## config.mk

```make
export PLATFORM = sky130hd
export DESIGN_NAME = rf_exec_stage
export DESIGN_NICKNAME = d
export VERILOG_FILES = /design/src/rtl/rf_exec_pkg.sv /design/src/rtl/rf_exec_alu.sv /design/src/rtl/rf_exec_stage.sv
export SDC_FILE = /design/constraint.sdc
export NUM_CORES = 1
export LEC_CHECK = 0
export CAP_MARGIN = 25
export CORE_UTILIZATION = 40
export DETAILED_ROUTE_END_ITERATION = 7
export SETUP_SLACK_MARGIN = 0.15
export SLEW_MARGIN = 20
export SYNTH_ARGS = -nofsm -noshare
export SYNTH_HDL_FRONTEND = slang
export SYNTH_SLANG_ARGS = --single-unit
```

## constraint.sdc

```tcl
create_clock -name clk -period 4.3 [get_ports clk]
set_input_delay 0.86 -clock clk [delete_from_list [all_inputs] [get_ports clk]]
set_output_delay 0.86 -clock clk [all_outputs]
set_load 0.005 [all_outputs]
```

## src/rtl/rf_exec_pkg.sv

```systemverilog
// Shared definitions for the register-file execute stage.
// Holds default widths, ALU opcode and shifter encodings, and the
// sequencer state encoding used by rf_exec_stage.
package rf_exec_pkg;

  localparam int DW_DEF = 16;
  localparam int RW_DEF = 3;

  localparam logic [1:0] OP_ADD = 2'b00;
  localparam logic [1:0] OP_SUB = 2'b01;
  localparam logic [1:0] OP_AND = 2'b10;
  localparam logic [1:0] OP_MVN = 2'b11;

  localparam logic [1:0] SH_NONE = 2'b00;
  localparam logic [1:0] SH_LSL  = 2'b01;
  localparam logic [1:0] SH_LSR  = 2'b10;
  localparam logic [1:0] SH_ASR  = 2'b11;

  typedef enum logic [2:0] {
    S_IDLE = 3'd0,
    S_RD_A = 3'd1,
    S_RD_B = 3'd2,
    S_EXEC = 3'd3,
    S_WB   = 3'd4
  } state_t;

endpackage

```

## src/rtl/rf_exec_alu.sv

```systemverilog
// Combinational shifter + ALU + flag generation for rf_exec_stage.
// Ports:
//   a, b      latched operand registers (b goes through the shifter)
//   imm       immediate, replaces shifted b when bsel=1
//   asel      force operand A to zero
//   bsel      select imm as operand B
//   alu_op    ADD / SUB / AND / MVN
//   shift     NONE / LSL1 / LSR1 / ASR1 applied to b
//   c         ALU result
//   flags     {Z,N,V}
module rf_exec_alu
  import rf_exec_pkg::*;
#(
  parameter int DW = DW_DEF
) (
  input  logic [DW-1:0] a,
  input  logic [DW-1:0] b,
  input  logic [DW-1:0] imm,
  input  logic          asel,
  input  logic          bsel,
  input  logic [1:0]    alu_op,
  input  logic [1:0]    shift,
  output logic [DW-1:0] c,
  output logic [2:0]    flags
);

  logic [DW-1:0] b_sh;
  logic [DW-1:0] ain;
  logic [DW-1:0] bin;
  logic          v;

  always_comb begin
    b_sh = b;
    case (shift)
      SH_LSL:  b_sh = {b[DW-2:0], 1'b0};
      SH_LSR:  b_sh = {1'b0, b[DW-1:1]};
      SH_ASR:  b_sh = {b[DW-1], b[DW-1:1]};
      default: b_sh = b;
    endcase

    ain = asel ? '0 : a;
    bin = bsel ? imm : b_sh;

    c = '0;
    v = 1'b0;
    case (alu_op)
      OP_ADD: begin
        c = ain + bin;
        v = (ain[DW-1] == bin[DW-1]) && (c[DW-1] != ain[DW-1]);
      end
      OP_SUB: begin
        c = ain - bin;
        v = (ain[DW-1] != bin[DW-1]) && (c[DW-1] != ain[DW-1]);
      end
      OP_AND:  c = ain & bin;
      default: c = ~bin;
    endcase

    flags = {(c == '0), c[DW-1], v};
  end

endmodule

```

## src/rtl/rf_exec_stage.sv

```systemverilog
// Multi-cycle execute stage sitting behind an 8x16 register file.
// Reads Rn then Rm through the file's single read port, runs the
// shifter/ALU, latches result and {Z,N,V}, and writes back to Rd.
//
//   state  | meaning
//   -------+-------------------------------------------
//   IDLE   | waiting for start; fields latched on start
//   RD_A   | readnum=Rn, capture A
//   RD_B   | readnum=Rm, capture B
//   EXEC   | capture C and status from the ALU
//   WB     | write C to Rd if wb_en, pulse done
//
// Ports:
//   clk, rst_n         clock, synchronous active-low reset
//   start              launch request (IDLE only)
//   rn, rm, rd         operand / destination register indices
//   alu_op, shift      operation and B-shift select
//   asel, bsel, imm    operand overrides
//   wb_en              enable write-back (0 = flags only)
//   rf_rdata           register file read data
//   rf_readnum         register file read index
//   rf_writenum        register file write index
//   rf_write, rf_wdata register file write enable / data
//   busy, done         handshake
//   result, status     latched C and {Z,N,V}
module rf_exec_stage
  import rf_exec_pkg::*;
#(
  parameter int DW = DW_DEF,
  parameter int RW = RW_DEF
) (
  input  logic          clk,
  input  logic          rst_n,
  input  logic          start,
  input  logic [RW-1:0] rn,
  input  logic [RW-1:0] rm,
  input  logic [RW-1:0] rd,
  input  logic [1:0]    alu_op,
  input  logic [1:0]    shift,
  input  logic          asel,
  input  logic          bsel,
  input  logic [DW-1:0] imm,
  input  logic          wb_en,
  input  logic [DW-1:0] rf_rdata,
  output logic [RW-1:0] rf_readnum,
  output logic [RW-1:0] rf_writenum,
  output logic          rf_write,
  output logic [DW-1:0] rf_wdata,
  output logic          busy,
  output logic          done,
  output logic [DW-1:0] result,
  output logic [2:0]    status
);

  state_t state_q, state_d;

  logic [RW-1:0] rn_q, rm_q, rd_q;
  logic [1:0]    alu_op_q, shift_q;
  logic          asel_q, bsel_q, wb_en_q;
  logic [DW-1:0] imm_q;
  logic [DW-1:0] a_q, b_q, c_q;
  logic [2:0]    status_q;

  logic [DW-1:0] alu_c;
  logic [2:0]    alu_flags;

  always_ff @(posedge clk) begin
    if (!rst_n) state_q <= S_IDLE;
    else        state_q <= state_d;
  end

  always_comb begin
    state_d = state_q;
    case (state_q)
      S_IDLE:  if (start) state_d = S_RD_A;
      S_RD_A:  state_d = S_RD_B;
      S_RD_B:  state_d = S_EXEC;
      S_EXEC:  state_d = S_WB;
      default: state_d = S_IDLE;
    endcase
  end

  always_comb begin
    rf_readnum = '0;
    case (state_q)
      S_RD_A:  rf_readnum = rn_q;
      S_RD_B:  rf_readnum = rm_q;
      default: rf_readnum = '0;
    endcase
    rf_write = (state_q == S_WB) && wb_en_q;
    done     = (state_q == S_WB);
    busy     = (state_q != S_IDLE);
  end

  assign rf_writenum = rd_q;
  assign rf_wdata    = c_q;
  assign result      = c_q;
  assign status      = status_q;

  always_ff @(posedge clk) begin
    if (!rst_n) begin
      rn_q     <= '0;
      rm_q     <= '0;
      rd_q     <= '0;
      alu_op_q <= '0;
      shift_q  <= '0;
      asel_q   <= 1'b0;
      bsel_q   <= 1'b0;
      imm_q    <= '0;
      wb_en_q  <= 1'b0;
      a_q      <= '0;
      b_q      <= '0;
      c_q      <= '0;
      status_q <= '0;
    end else begin
      if (state_q == S_IDLE && start) begin
        rn_q     <= rn;
        rm_q     <= rm;
        rd_q     <= rd;
        alu_op_q <= alu_op;
        shift_q  <= shift;
        asel_q   <= asel;
        bsel_q   <= bsel;
        imm_q    <= imm;
        wb_en_q  <= wb_en;
      end
      if (state_q == S_RD_A) a_q <= rf_rdata;
      if (state_q == S_RD_B) b_q <= rf_rdata;
      if (state_q == S_EXEC) begin
        c_q      <= alu_c;
        status_q <= alu_flags;
      end
    end
  end

  rf_exec_alu #(.DW(DW)) u_alu (
    .a      (a_q),
    .b      (b_q),
    .imm    (imm_q),
    .asel   (asel_q),
    .bsel   (bsel_q),
    .alu_op (alu_op_q),
    .shift  (shift_q),
    .c      (alu_c),
    .flags  (alu_flags)
  );

endmodule

```

# Word level (Yosys, flattened, before mapping)
# Index checks and enable logic that the tools add are counted.
# op_classes
add_sub_neg	2
n_lt_le_gt_ge	0
muxes	8
n_eq_ne	14
reduce_logical	8
n_bitwise	2
div	0
mul	0
n_shift	0
# ops
cell	count
$pmux W16 S3	2
$mux W16	2
$add A16 B16 Y16	1
$and A16 B16 Y16	1
$logic_not A16 Y1	1
$not A16 Y16	1
$sub A16 B16 Y16	1
$pmux W3 S4	1
$eq A2 B2 Y1 const B	3
$eq A3 B2 Y1 const B	2
$pmux W3 S2	1
$eq A2 B1 Y1 const B	2
$logic_and A1 B1 Y1	4
$eq A3 B1 Y1 const B	1
$eq A3 B3 Y1 const B	1
$logic_not A3 Y1	1
$mux W3	1
$ne A1 B1 Y1	3
$reduce_bool A3 Y1	1
$logic_not A2 Y1	1
$ne A2 B2 Y1 const B	1
$pmux W1 S2	1
$eq A1 B1 Y1	1
# word_totals
wordCells	48
rom_bits	0
latch_bits	0
regBits	86
ramBits	0
memories	0

# Logic depth before layout (Yosys ltp)
# logic_depth
word_depth	7
ltp_mapped	18
mapped_depth_nobuf	15

# Cells and area by module
# Synthesis repeated with hierarchy kept, for this count alone.
# hier_totals
cells_unflattened	789
hier_area_um2	6313.6
# modules_own_cells
module	area_per_inst_um2	seq_area_each_um2	cells_per_inst	instances
rf_exec_stage	3565.9	1721.7	381	1
rf_exec_alu	2747.6	0.0	408	1

# Worst setup path after synthesis
# Ideal clock, no wire load.
# synth_timing
kind	register to register
start	register shift_q[0]
end	register status_q[2] (netlist: status[2])
period_less_slack_ns	3.293
required_ns	4.241
arrival_ns	3.235
path_slack_ns	1.007
setup_time_ns	0.059
stages_incl_launch_ff	17
cell_sequence	dfxtp_1 > buf_2 > buf_4 > mux2i_1 > o21ai_0 > mux2_2 > ha_1 > buf_2 > nor3_1 > nor2_1 > a2111oi_4 > nor3_1 > or3_1 > a31o_1 > a211oi_2 > nand4_1 > nand2_1
# synth_via
elab_chain_len	6
# synth_lines
element	line_no	text
start: declaration	rf_exec_stage.sv:58	logic [1:0] alu_op_q, shift_q;
start signal: assignment	rf_exec_stage.sv:121	shift_q <= shift;
$eq A2 B2 Y1 or $eq A2 B1 Y1 (tied branches)	rf_exec_alu.sv:34	case (shift)
$pmux W16 S3 *	rf_exec_alu.sv:34	
$mux W16 *	rf_exec_alu.sv:42	bin = bsel ? imm : b_sh;
$sub A16 B16 Y16 (tied with other cells)	rf_exec_alu.sv:52	c = ain - bin;
$pmux W16 S3 *	rf_exec_alu.sv:46	case (alu_op)
$logic_not A16 Y1 *	rf_exec_alu.sv:59	flags = {(c == '0), c[DW-1], v};
end signal: assignment	rf_exec_stage.sv:131	status_q <= alu_flags;
end: declaration	rf_exec_stage.sv:62	logic [2:0] status_q;
# Every way passes the cells marked *; elsewhere a longest branch is shown, timed or not.
# A chain may end at the register's enable or synchronous reset.

# Worst setup path after layout
# layout_timing
start	register bsel_q
end	register status_q[2] (netlist: status[2])
# layout_via
elab_chain_len	4
# layout_lines
element	line_no	text
start: declaration	rf_exec_stage.sv:59	logic asel_q, bsel_q, wb_en_q;
start signal: assignment	rf_exec_stage.sv:123	bsel_q <= bsel;
$mux W16 *	rf_exec_alu.sv:42	
$sub A16 B16 Y16 (tied with other cells)	rf_exec_alu.sv:52	
$pmux W16 S3 *	rf_exec_alu.sv:46	
$logic_not A16 Y1 *	rf_exec_alu.sv:59	
# Marks and branches as above.

==> metrics.md <==
| Metric | Value |
|---|---|
| Net Count, Synth | 859 |
| Initial core utilization | 40.9% |
| Design area | 7140 µm² |
| Count of final hold-check violations | 0 |
| Synth top area cells | dfxtp_1 (29%), nand2_1 (11%), a21boi_0 (8.8%) |
| CP max FO | 13 |
| Iteration-0 DRC Markers | 285 |
| Internal | 1.57 mW |
| Bufs on Longest Clock Path | 2 |
| # DRC | 0 |
| Worst-path clk slew | 0.07 ns |
| Clock network fraction of design power | 32.1% |
| PortBufs | 94 |
| Post-Place Setup Slack | 0.389 ns |
| Final period util | 88.4% |
| Pre-antenna DRT Iters | 5 |
| GR Util All Layers | 23.1% |
| Root Buffer | clkbuf_16 |
| Top-area cell type share of the netlist area | 28.7% |
| CTS tree | yes |
| Final worst slack | 0.499 ns |
| Gr ovfl total | 0 |
| #FFs+latches synth | 85 |
| Synth cell types | 64 |
| RD Place Congestion | 0.880 |
| WL final | 16700 µm |
| Critical path class | reg2reg |
| Cts bufs inserted | 9 |
| Core Area | 14500 µm² |
| Area leader, netlist | dfxtp_1 |
| Worst Setup Start Kind | register |
| Maxcap violations | 0 |
| P&R area growth vs syn | 20.2% |
| Fmax achieved | 263 MHz |
| Min Tclk post-route | 3.80 ns |
| Final nets | 904 |
| Vias | 5463 |
| CTS sink count | 85 |
| Type of destination of the critical path | register |
| Worst vdd ir | 204 µV |
| Slew Limit Fails | 0 |
| Measured slew at the worst slew-check pin | 0.902 ns |
| Async S/R FF share, synth | 0% |
| Hold path cells | 2 |
| Initial antenna violation count | 0 |
| # setup viols final | 0 |
| Syn. warnings | 0 |
| Final non-filler cell total | 1005 |
| Later-pin clock latency in the skew report | 0.35 ns |
| First-pass GRT wire length | 26800 µm |
| Seq/Total Area, Yosys | 28.7% |
| WL/cell | 16.6 µm |
| Area of the die | 15300 µm² |
| Antenna Violating Nets Remaining | 0 |
| Leak pwr | 2.76 nW |
| Flop pwr share | 38.0% |
| Slew headroom | 39.9% |
| DP Area | 6850 µm² |
| Top_reg_cell synth | dfxtp_1 |
| RSZ-0062 raised after global routing | no |
| Chip height | 124 µm |
| Power per Cell Area | 332 nW/µm² |
| DR vias/cell | 5.44 |
| Chip Width | 124 µm |
| Worst hold path type | reg2reg |
| Status | finished, final reports clean |
| I/O pin count | 95 |
| Setup bufs post-CTS | 0 |
| Comb pwr share | 29.9% |
| Setup TNS | 0 ns |
| Post-synth EDFFs | 0 |
| Post-layout util | 49.1% |
| Ratio of cells with drive above 1 in the final layout | 5.12% |
| Mapped cell area | 5940 µm² |
| Vias in the first global route | 5203 |
| Num rows | 44 |
| Placed Instances | 990 |
| DP HPWL | 12800 µm |
| R2R cell count | 12 |
| WP data required | 4.54 ns |
| Sw frac | 33.6% |
| Post-Syn Instances | 772 |
| # hold bufs at CTS | 0 |
| Largest net degree at the start of global routing | 86 |
| Post-Syn Area per Cell | 7.69 µm² |
| H-tree depth | 3 |
| Sw power | 0.796 mW |
| CP arrival | 4.04 ns |
| Diodes inserted | 0 |
| Setup Skew | 0.0108 ns |
## per-stage QoR
stage | hold slack [ns] | power (mW)
after global routing | 0.471 | 2.50
after global placement | 0.450 | 1.61
after CTS | 0.463 | 2.38
after floorplan | 0.439 | 1.39
final | 0.458 | 2.37
after detailed placement | 0.453 | 1.62
## final timing paths
check / start / to / slack (ns)
worst max-delay path: bsel_q / status[2] / 0.50
worst min-delay path: a_q[11] / a_q[11] / 0.46
worst max register to register: bsel_q / status[2] / 0.50
worst min register to register: a_q[11] / a_q[11] / 0.46
## layout make-up
cell class	count	area, µm²
tap	184	230
clock buffer	11	253
timing repair buffer	101	1010
fill	1492	7390
multi-input combinational	586	3780
inverter	34	128
sequential	85	1710
clock inverter	4	31.3
## registers in the layout (all words and copies together) (netlist names)
signal       cells
a_q             16
b_q             16
imm_q           16
result          15
rf_writenum      3
rm_q             3
rn_q             3
state_q          3
status           3
alu_op_q         2
shift_q          2
asel_q           1
bsel_q           1
wb_en_q          1
## Yosys cell counts (14+ instances only)
cell	instances
ha_1	34
nor2_1	29
nor2b_1	21
nand2_1	180
mux2i_1	31
clkbuf_1	39
nor3_1	14
inv_1	34
buf_4	18
a21oi_1	23
a21boi_0	70
dfxtp_1	85
o21ai_0	34
## power groups by stage
stage	Combinational, mW	Clock [mW]	Sequential [mW]
after floorplan	0.512	0	0.878
after global placement	0.692	0	0.917
after detailed placement	0.702	0	0.918
after CTS	0.706	0.777	0.901
after global routing	0.786	0.806	0.910
final	0.709	0.760	0.901
## cell usage in the layout, fill, tap and decap left out, types with 5 or more instances in the layout
cell type / Yosys / routed
nand2_1: 180 / 180
clkdlybuf4s50_1: 0 / 93
dfxtp_1: 85 / 82
a21boi_0: 70 / 70
o21ai_0: 34 / 34
inv_1: 34 / 34
ha_1: 34 / 34
mux2i_1: 31 / 31
nor2_1: 29 / 29
a21oi_1: 23 / 23
nor2b_1: 21 / 21
nor3_1: 14 / 14
xnor2_1: 12 / 12
and2_1: 10 / 9
clkbuf_16: 0 / 9
nor3b_1: 9 / 8
nand2b_1: 7 / 7
a211oi_1: 7 / 7
o21bai_1: 6 / 6
o31ai_1: 6 / 6
nand3_1: 6 / 6
o211ai_1: 6 / 6
nand4_1: 6 / 6
buf_4: 18 / 6
mux2_2: 5 / 5
a21o_1: 5 / 5
## critical path: stages (launching register included)
cell and delay [ns]:
dfxtp_1 0.73, mux2i_1 0.54, inv_1 0.09, ha_1 0.42, o21ai_0 0.13, nor2_1 0.32, a2111oi_4 0.15, nor4_1 0.50
o211ai_1 0.22, and2_1 0.21, o211a_1 0.25, nand4_1 0.07, nand2_1 0.05
## cell families (layout without fill, tap and decap cells)
family                   count (synthesis)  in the layout  share of synthesized area (%)
AND/OR/NAND/NOR                        294            294                           22.1
AO/OA/AOI/OAI                          205            205                           25.0
buffers and inverters                  101            150                           7.73
flip-flops                              85             85                           28.7
multiplexers                            37             37                           6.55
adder cells (fa/ha/maj)                 36             36                           7.84
XOR/XNOR                                14             14                           2.06
## repair_timing
| item | CTS | global route |
|---|---|---|
| setup endpoints to repair | 0 | 4 |
| hold endpoints to repair | 0 | 0 |
| gates resized for setup | 0 | 2 |
## layer usage
| metal | wire length, µm | GRT usage, % | vias up |
|---|---|---|---|
| met5 | 0 | 0 | - |
| met2 | 7660 | 36.9 | 117 |
| met4 | 509 | 9.34 | 0 |
| met3 | 634 | 4.58 | 27 |
| li1 | - | - | 2732 |
| met1 | 7890 | 30.4 | 2587 |
Note: power is estimated with default switching activity, not from simulation.
